### src/rtl/lcd_pkg.sv
// Shared definitions for the LCD display path: command codes and sequencer states.
package lcd_pkg;

   typedef logic [2:0] cmd_t;

   // Command codes understood by the LCD image controller
   localparam cmd_t CMD_WRITE = 3'd0;
   localparam cmd_t CMD_SHU   = 3'd1;
   localparam cmd_t CMD_SHD   = 3'd2;
   localparam cmd_t CMD_SHL   = 3'd3;
   localparam cmd_t CMD_SHR   = 3'd4;
   localparam cmd_t CMD_AVG   = 3'd5;
   localparam cmd_t CMD_MIRX  = 3'd6;
   localparam cmd_t CMD_MIRY  = 3'd7;

   // Sequencer state encodings
   localparam logic [2:0] S_IDLE     = 3'd0;
   localparam logic [2:0] S_WAIT_RDY = 3'd1;
   localparam logic [2:0] S_ISSUE    = 3'd2;
   localparam logic [2:0] S_GAP      = 3'd3;
   localparam logic [2:0] S_WAIT_WR  = 3'd4;
   localparam logic [2:0] S_FINISH   = 3'd5;

endpackage

### src/rtl/cmd_fifo.sv
// Small synchronous FIFO with occupancy count. The head entry is visible
// combinationally so the sequencer can latch it on the cycle it issues.
module cmd_fifo #(
   parameter int DEPTH = 16,
   parameter int AW    = 4,
   parameter int W     = 3
) (
   input  logic          clk,
   input  logic          reset,
   input  logic          push,
   input  logic [W-1:0]  push_data,
   input  logic          pop,
   output logic [W-1:0]  head,
   output logic [AW:0]   count
);

   logic [W-1:0]  mem [DEPTH];
   logic [AW-1:0] wr_ptr_reg;
   logic [AW-1:0] rd_ptr_reg;
   logic [AW:0]   count_reg;
   logic [AW:0]   count_next;
   logic          pop_ok;

   // A pop on an empty FIFO is never requested, but is masked so pointers stay coherent
   assign pop_ok = pop && (count_reg != '0);
   assign head   = mem[rd_ptr_reg];
   assign count  = count_reg;

   // Occupancy: simultaneous push and pop leaves the count unchanged
   always_comb begin
      count_next = count_reg;
      case ({push, pop_ok})
         2'b10:   count_next = count_reg + 1'b1;
         2'b01:   count_next = count_reg - 1'b1;
         default: count_next = count_reg;
      endcase
   end

   // Storage array is left unreset; only the pointers define validity
   always_ff @(posedge clk) begin
      if (push) begin
         mem[wr_ptr_reg] <= push_data;
      end
   end

   // Pointers wrap naturally at DEPTH (power of two)
   always_ff @(posedge clk or negedge reset) begin
      if (!reset) begin
         wr_ptr_reg <= '0;
         rd_ptr_reg <= '0;
         count_reg  <= '0;
      end else begin
         if (push) begin
            wr_ptr_reg <= wr_ptr_reg + 1'b1;
         end
         if (pop_ok) begin
            rd_ptr_reg <= rd_ptr_reg + 1'b1;
         end
         count_reg <= count_next;
      end
   end

endmodule

### src/rtl/lcd_cmd_sequencer.sv
// Buffers a host command script and issues it, one command at a time, to the
// LCD image controller. A Write ends the script once the controller reports done.
module lcd_cmd_sequencer
   import lcd_pkg::*;
#(
   parameter int DEPTH = 16,
   parameter int AW    = 4
) (
   input  logic          clk,
   input  logic          reset,
   input  logic          start,
   input  logic          push_valid,
   input  logic [2:0]    push_cmd,
   output logic          push_ready,
   input  logic          lcd_busy,
   input  logic          lcd_done,
   output logic [2:0]    cmd,
   output logic          cmd_valid,
   output logic [AW:0]   fifo_count,
   output logic          seq_done,
   output logic          overflow
);

   localparam logic [AW:0] FULL_COUNT = (AW+1)'(DEPTH);

   logic [2:0]  state_reg;
   logic [2:0]  state_next;
   logic [2:0]  cmd_reg;
   logic        cmd_valid_reg;
   logic        seq_done_reg;
   logic        overflow_reg;
   logic        push_en;
   logic        pop_en;
   logic [2:0]  head;

   // Ready derives from registered count only, so a pop never frees a slot in the same cycle
   assign push_ready = (fifo_count != FULL_COUNT) && (state_reg != S_FINISH);
   assign push_en    = push_valid && push_ready;
   assign pop_en     = (state_reg == S_ISSUE);

   assign cmd        = cmd_reg;
   assign cmd_valid  = cmd_valid_reg;
   assign seq_done   = seq_done_reg;
   assign overflow   = overflow_reg;

   cmd_fifo #(
      .DEPTH (DEPTH),
      .AW    (AW),
      .W     (3)
   ) u_cmd_fifo (
      .clk       (clk),
      .reset     (reset),
      .push      (push_en),
      .push_data (push_cmd),
      .pop       (pop_en),
      .head      (head),
      .count     (fifo_count)
   );

   // Next-state logic for the issue handshake
   always_comb begin
      state_next = state_reg;
      case (state_reg)
         S_IDLE: begin
            if (start) begin
               state_next = S_WAIT_RDY;
            end
         end
         S_WAIT_RDY: begin
            if (!lcd_busy && (fifo_count != '0)) begin
               state_next = S_ISSUE;
            end
         end
         S_ISSUE: begin
            // cmd_reg holds the head being popped this cycle
            state_next = (cmd_reg == CMD_WRITE) ? S_WAIT_WR : S_GAP;
         end
         S_GAP: begin
            // Lets the controller raise busy for the command just issued
            state_next = S_WAIT_RDY;
         end
         S_WAIT_WR: begin
            if (lcd_done) begin
               state_next = S_FINISH;
            end
         end
         S_FINISH: begin
            state_next = S_FINISH;
         end
         default: begin
            state_next = S_IDLE;
         end
      endcase
   end

   // State and output registers; the strobe is high exactly while in ISSUE
   always_ff @(posedge clk or negedge reset) begin
      if (!reset) begin
         state_reg     <= S_IDLE;
         cmd_reg       <= CMD_WRITE;
         cmd_valid_reg <= 1'b0;
         seq_done_reg  <= 1'b0;
         overflow_reg  <= 1'b0;
      end else begin
         state_reg     <= state_next;
         cmd_valid_reg <= (state_next == S_ISSUE);
         if ((state_reg == S_WAIT_RDY) && (state_next == S_ISSUE)) begin
            cmd_reg <= head;
         end
         if ((state_reg == S_WAIT_WR) && lcd_done) begin
            seq_done_reg <= 1'b1;
         end
         if (push_valid && !push_ready) begin
            overflow_reg <= 1'b1;
         end
      end
   end

endmodule
### config.mk
export PLATFORM = sky130hd
export DESIGN_NAME = lcd_cmd_sequencer
export DESIGN_NICKNAME = d
export VERILOG_FILES = /design/src/rtl/lcd_pkg.sv /design/src/rtl/cmd_fifo.sv /design/src/rtl/lcd_cmd_sequencer.sv
export SDC_FILE = /design/constraint.sdc
export NUM_CORES = 1
export LEC_CHECK = 0
export BUFFER_PORTS_ARGS = -buffer_cell sky130_fd_sc_hd__buf_4
export CAP_MARGIN = 10
export CELL_PAD_IN_SITES_DETAIL_PLACEMENT = 0
export CELL_PAD_IN_SITES_GLOBAL_PLACEMENT = 1
export CORE_AREA = 2 2 99 101
export CTS_CLUSTER_DIAMETER = 200
export DETAILED_ROUTE_END_ITERATION = 10
export DIE_AREA = 0 0 101 103
export PLACE_DENSITY = 0.65
export SLEW_MARGIN = 20
export SYNTH_ARGS = -nofsm -noshare
export SYNTH_HDL_FRONTEND = slang
export SYNTH_HIERARCHICAL = 1
export SYNTH_SLANG_ARGS = --single-unit
### constraint.sdc
create_clock -name clk -period 9.6 [get_ports clk]
set_input_delay 0.48 -clock clk [delete_from_list [all_inputs] [get_ports clk]]
set_output_delay 0.48 -clock clk [all_outputs]
set_load 0.05 [all_outputs]
==> results of run 1 <==
## routing by layer
layer	wire length (um)	track usage [%]	vias to the layer above
li1	-	-	849
met1	2520	14.0	881
met2	2840	19.4	18
met3	174	3.53	5
met4	66	5.30	0
met5	0	0	-
## per-stage QoR
stage | power, mW | area (um2) | setup slack (ns) | instances | utilization (%)
2_1_floorplan | 0.801 | 3200 | 5.86 | 214 | -
3_3_place_gp | 0.908 | 3440 | 6.29 | 340 | 36.3
3_5_place_dp | 0.909 | 3440 | 6.24 | 340 | 36.3
4_1_cts | 1.22 | 3700 | 6.22 | 355 | 39.1
5_1_grt | 1.28 | 3700 | 6.01 | 355 | 39.1
6_report | 1.20 | 3700 | 6.23 | 355 | 39.1
## power by group
group | total (mW) | leakage, nW | internal, mW | switching, mW
sequential | 0.483 | 0.696 | 0.390 | 0.0926
combinational | 0.415 | 0.571 | 0.179 | 0.236
clock | 0.302 | 0.122 | 0.197 | 0.105
## critical path, delay by kind of cell, from the launching register on
kind | cells | cell delay (ns)
XOR/XNOR | 2 | 0.26
buffers and inverters | 1 | 0.12
AND/OR/NAND/NOR | 3 | 1.39
adder cells (fa/ha/maj) | 2 | 0.60
flip-flops | 1 | 0.46
AO/OA/AOI/OAI | 3 | 0.43
## final cells by class
cell class / count / area, um2
inverter: 11 / 41.3
multi-input combinational: 125 / 1110
fill: 886 / 5760
tap: 114 / 143
clock buffer: 9 / 124
sequential: 70 / 1990
clock inverter: 6 / 135
timing repair buffer: 20 / 150
## synth_stat cells, types with 5 or more instances
library cell and number:
edfxtp_1 48, xor2_1 5, o21ai_0 7, nand2b_1 5, ha_1 9, mux4_1 12, a22oi_1 6, xnor2_1 6
dfrtp_1 22, inv_1 11, nand2_1 15, nor2_1 18
## logic make-up (layout without fill, tap and decap cells)
| group | after synthesis | in the layout | share of synthesized area (%) |
|---|---|---|---|
| adder cells (fa/ha/maj) | 9 | 9 | 3.52 |
| multiplexers | 17 | 17 | 11.6 |
| XOR/XNOR | 11 | 11 | 3.01 |
| flip-flops | 70 | 70 | 62.2 |
| AO/OA/AOI/OAI | 29 | 29 | 7.00 |
| AND/OR/NAND/NOR | 59 | 59 | 9.58 |
| buffers and inverters | 19 | 46 | 3.05 |
## final timing paths
| path | from | end | slack, ns | cells after the start |
|---|---|---|---|---|
| setup reg to reg | u_cmd_fifo/count[1]$_DFFE_PN0P_ | u_cmd_fifo/count[4]$_DFFE_PN0P_ | 6.23 | 11 |
| setup / recovery | u_cmd_fifo/count[1]$_DFFE_PN0P_ | u_cmd_fifo/count[4]$_DFFE_PN0P_ | 6.23 | 11 |
| hold / removal | reset | u_cmd_fifo/count[2]$_DFFE_PN0P_ | 0.03 | 1 |
| hold reg to reg | seq_done$_DFFE_PN0P_ | seq_done$_DFFE_PN0P_ | 0.48 | 1 |
| max in group asynchronous | reset | u_cmd_fifo/wr_ptr_reg[3]$_DFFE_PN0P_ | 9.34 | 1 |
| min in group clk | push_valid | overflow$_DFFE_PN0P_ | 0.40 | 3 |
==> flow_summary.ini, run 1 <==
[drt]
via_count = 1753
drt-initial-drc-count = 102
routed_via_density = 4.94
ant_nets = 0
wl_per_cell_um = 15.8
totalWireLength_um = 5600
drc = 0
first_pass_iters = 5

[place]
place_hpwl_um = 3930
io_buffers = 20
place_congestion = 0.765

[worst_setup_path]
path_cells = or4_4, o32a_1, and2_1, inv_1, ha_1, xor2_1, ha_1, or4b_1, o32ai_1, a211oi_1, xnor2_1
critPathMaxFanout = 11
crit_type = reg -> reg
cp.arrival_ns = 3.58
required_ns = 9.81
critPathSlowestCell = or4_4
end_kind = flop
critical_path.max_stage_delay_ns = 0.61
crit_path_frequent_cell = ha_1
worstSetupStartpointType = flop

[grt]
grt_pass1_wl_um = 8890
grt_pass1_vias = 1737
grt_max_degree = 23
grt-ovfl-total = 0
antenna_found_initial = 0
grt_usage_pct = 11.7

[pwr]
p_leak_nw = 1.39
ir_worst_vdd_mv = 0.0807
p_per_area_nw_per_um2 = 325

[timing]
slew_headroom_pct = 52.0
final_max_slew_viol_count = 0
whs_ns = 0.0283
fmaxAchievable_mhz = 297
worst_pin_slew_ns = 0.721
setup_viol = 0
finClkSkew_ns = 0.00969
finalHoldViolCount = 0
timing.final.crit_share_pct = 35.1
rsz0062_at_grt = false
fin_setup_tns_ns = 0
post-route-min-period_ns = 3.37

[die]
die_h_um = 103
die-area_um2 = 10400
fp-row-count = 36
die_w_um = 101
ioPinCount = 21
core_um2 = 9460
start_util_pct = 33.8

[clock_network]
numCtsBuffers = 9
cts_resized = 0
hold_buffers = 0
clock_sinks = 70
cts_tree = done
cts_max_level = 3
clk_latency_ns = 0.33
clock_path_buffers = 2
root_buffer = clkbuf_8
clk_pin_slew_ns = 0.07
postCtsSetupBuffers = 0

[synth]
yosys.area.top_type = edfxtp_1
ys_async_sr_fraction_pct = 31.4
syn_nets = 232
postSynthCellCount = 214
ys_seq_area_share_pct = 62.2
avgSynthCellArea_um2 = 15.0
synth_seq_cells = 70
synth_ff_type = edfxtp_1
yosysTopAreaCellShare_pct = 45.0
yosys-top-cells-area = edfxtp_1 45%, dfrtp_1 17%, mux4_1 9.9%
synth_warnings = 6
synth_area_um2 = 3200
synth-edff-count = 48
synth_cell_types = 44

[finish]
antenna-diode-count = 0
nNetsFinal = 255
final_common_cell = edfxtp_1
drive_gt1_share_pct = 17.4
largest_register_ffs = 48
final_cell_mix = 48 x edfxtp_1, 22 x dfrtp_1, 20 x buf_4, 18 x nor2_1, 15 x nand2_1
area_growth_pct = 15.5

[flow_run]
cap_violations = 0

[worst_hold_path]
holdCritPathClass = in -> async

[outcome]
status = completed
No activity file was read; power rests on OpenSTA's default activity.
==> run 2: changes to the inputs <==
clock period = 3.5 ns   (was 9.6 ns; I/O delays follow)
==> run 2 against run 1 <==
Effect of this change:
- sequential cell count unchanged
- final cell count up 0.85%
- total power rose to 2.6 times the previous value
- die area unchanged
- core utilization shrank 0.49 points
- setup slack got worse by 5.8 ns
- clock skew about the same
- sequential power grew to 2.8 times the previous value
- register-to-register slack worse by 5.8 ns
- via count rose by 0.68%
- clock-buffer cell count is 2 higher
- largest cell class unchanged
- largest power group unchanged
==> flow_summary.ini, run 2 (synthesis results as in run 1) <==
[flow_run]
cap_violations = 0

[clock_network]
numCtsBuffers = 9
clock_path_buffers = 2
clk_pin_slew_ns = 0.08
cts_max_level = 3
clock_sinks = 70
cts_tree = done
clk_latency_ns = 0.35
root_buffer = clkbuf_8

[drt]
wl_per_cell_um = 16.7
wl_met3_um = 126
ant_nets = 0
maxUsedRoutingLayer = met4
drt-initial-drc-count = 75
first_pass_iters = 4
via_count = 1765
drc = 0
route.met2.wl_um = 3140
totalWireLength_um = 5960
routed_via_density = 4.93
wl_met1_um = 2600

[finish]
drive_gt1_share_pct = 19.3
largest_register_ffs = 48
final_cell_mix = 48 x edfxtp_1, 21 x buf_4, 19 x dfrtp_1, 18 x nor2_1, 15 x nand2_1
fin_area_um2 = 3650
utilization_pct = 38.6
final_common_cell = edfxtp_1
antenna-diode-count = 0
area_growth_pct = 14.0
nNetsFinal = 257
nFillCells = 918

[timing]
slew_headroom_pct = 46.3
post-route-min-period_ns = 3.10
final_max_slew_viol_count = 0
worst_pin_slew_ns = 0.805
timing.final.crit_share_pct = 88.5
setup_viol = 0
rsz0062_at_grt = false
finalHoldViolCount = 0
fmaxAchievable_mhz = 323
finClkSkew_ns = 0.00985
fin_setup_tns_ns = 0

[die]
die_w_um = 101
die_h_um = 103
fp-row-count = 36
core_um2 = 9460
start_util_pct = 33.8
die-area_um2 = 10400
ioPinCount = 21

[worst_setup_path]
crit_path_frequent_cell = ha_1
cp_top_family = simple AND/OR/NAND/NOR gates
crit_type = reg -> reg
path_buf_inv = 1
critPathSlowestCell = or4_4
critical_path.max_stage_delay_ns = 0.59
cp.arrival_ns = 3.31
end_kind = flop
reg2reg_depth = 11
cp.depth = 11
worstSetupStartpointType = flop
critPathMaxFanout = 9
required_ns = 3.72
path_cells = or4_4, o32a_2, and2_1, inv_1, ha_1, xor2_1, ha_1, or4b_1, o32ai_1, a211oi_1, xnor2_1

[pwr]
intPower_mw = 1.88
switching_share_pct = 39.7
finalPower_mw = 3.11
p_comb_share_pct = 37.0
ir_worst_vdd_mv = 0.336
pwr-share-seq_pct = 43.1
p_clk_share_pct = 19.8
p_leak_nw = 1.37
p_per_area_nw_per_um2 = 853
p_switching_mw = 1.24

[place]
io_buffers = 20
placed_cell_area_um2 = 3450
place_congestion = 0.799
place_hpwl_um = 4170

[grt]
grt-ovfl-total = 0
grt_pass1_wl_um = 9120
grt_pass1_vias = 1752
grt_usage_pct = 12.1
grt_max_degree = 23
antenna_found_initial = 0

[worst_hold_path]
holdCritPathClass = in -> reg
hold-path-cell-count = 3

[outcome]
status = completed
run 2: timing repair:
action,in CTS,in global routing
setup buffers,0,0
hold endpoints to repair,22,0
gates resized for setup,0,0
hold buffers,1,0
run 2: area by class of cell:
class | count | area [um2] | area share (%)
Clock buffer | 11 | 153 | 4.18
Clock inverter | 5 | 37.5 | 1.03
Inverter | 11 | 41.3 | 1.13
Multi-Input combinational cell | 125 | 1110 | 30.5
Sequential cell | 70 | 2000 | 54.7
Tap cell | 114 | 143 | 3.91
Timing Repair Buffer | 22 | 168 | 4.59
run 2: worst paths after layout:
check / start / endpoint / slack (ns)
setup / recovery: u_cmd_fifo/count[1]$_DFFE_PN0P_ / u_cmd_fifo/count[4]$_DFFE_PN0P_ / 0.40
min in group asynchronous: reset / u_cmd_fifo/count[2]$_DFFE_PN0P_ / 0.26
hold reg to reg: overflow$_DFFE_PN0P_ / overflow$_DFFE_PN0P_ / 0.48
max in group asynchronous: reset / u_cmd_fifo/count[1]$_DFFE_PN0P_ / 2.98
hold / removal: push_valid / overflow$_DFFE_PN0P_ / 0.08
setup reg to reg: u_cmd_fifo/count[1]$_DFFE_PN0P_ / u_cmd_fifo/count[4]$_DFFE_PN0P_ / 0.40
run 2: power by group through the flow:
stage	logic (mW)	clock network [mW]	registers, mW
2_1_floorplan	0.761	0	1.44
5_1_grt	1.25	0.676	1.38
3_5_place_dp	1.16	0	1.36
6_report	1.15	0.617	1.34
4_1_cts	1.17	0.636	1.34
3_3_place_gp	1.15	0	1.36
run 2: tightest hold or removal path, delay by kind of cell:
kind | cells | cell delay, ns
AOI/OAI and AO/OA | 1 | 0.06
buffers and inverters | 2 | 0.15
run 2: per-stage QoR:
step / instances / hold slack [ns] / setup slack (ns)
floorplan: 214 / -0.121 / 0.0133
global placement: 341 / 0.0917 / 0.443
detailed placement: 341 / 0.0905 / 0.410
CTS: 358 / 0.0701 / 0.397
global route: 358 / 0.0728 / 0.256
finish: 358 / 0.0781 / 0.404
run 2: per-layer routing:
metal	global-route usage, %	up-vias
met5	0	-
met1	14.8	879
met2	20.3	20
li1	-	857
met4	5.93	0
met3	3.05	9
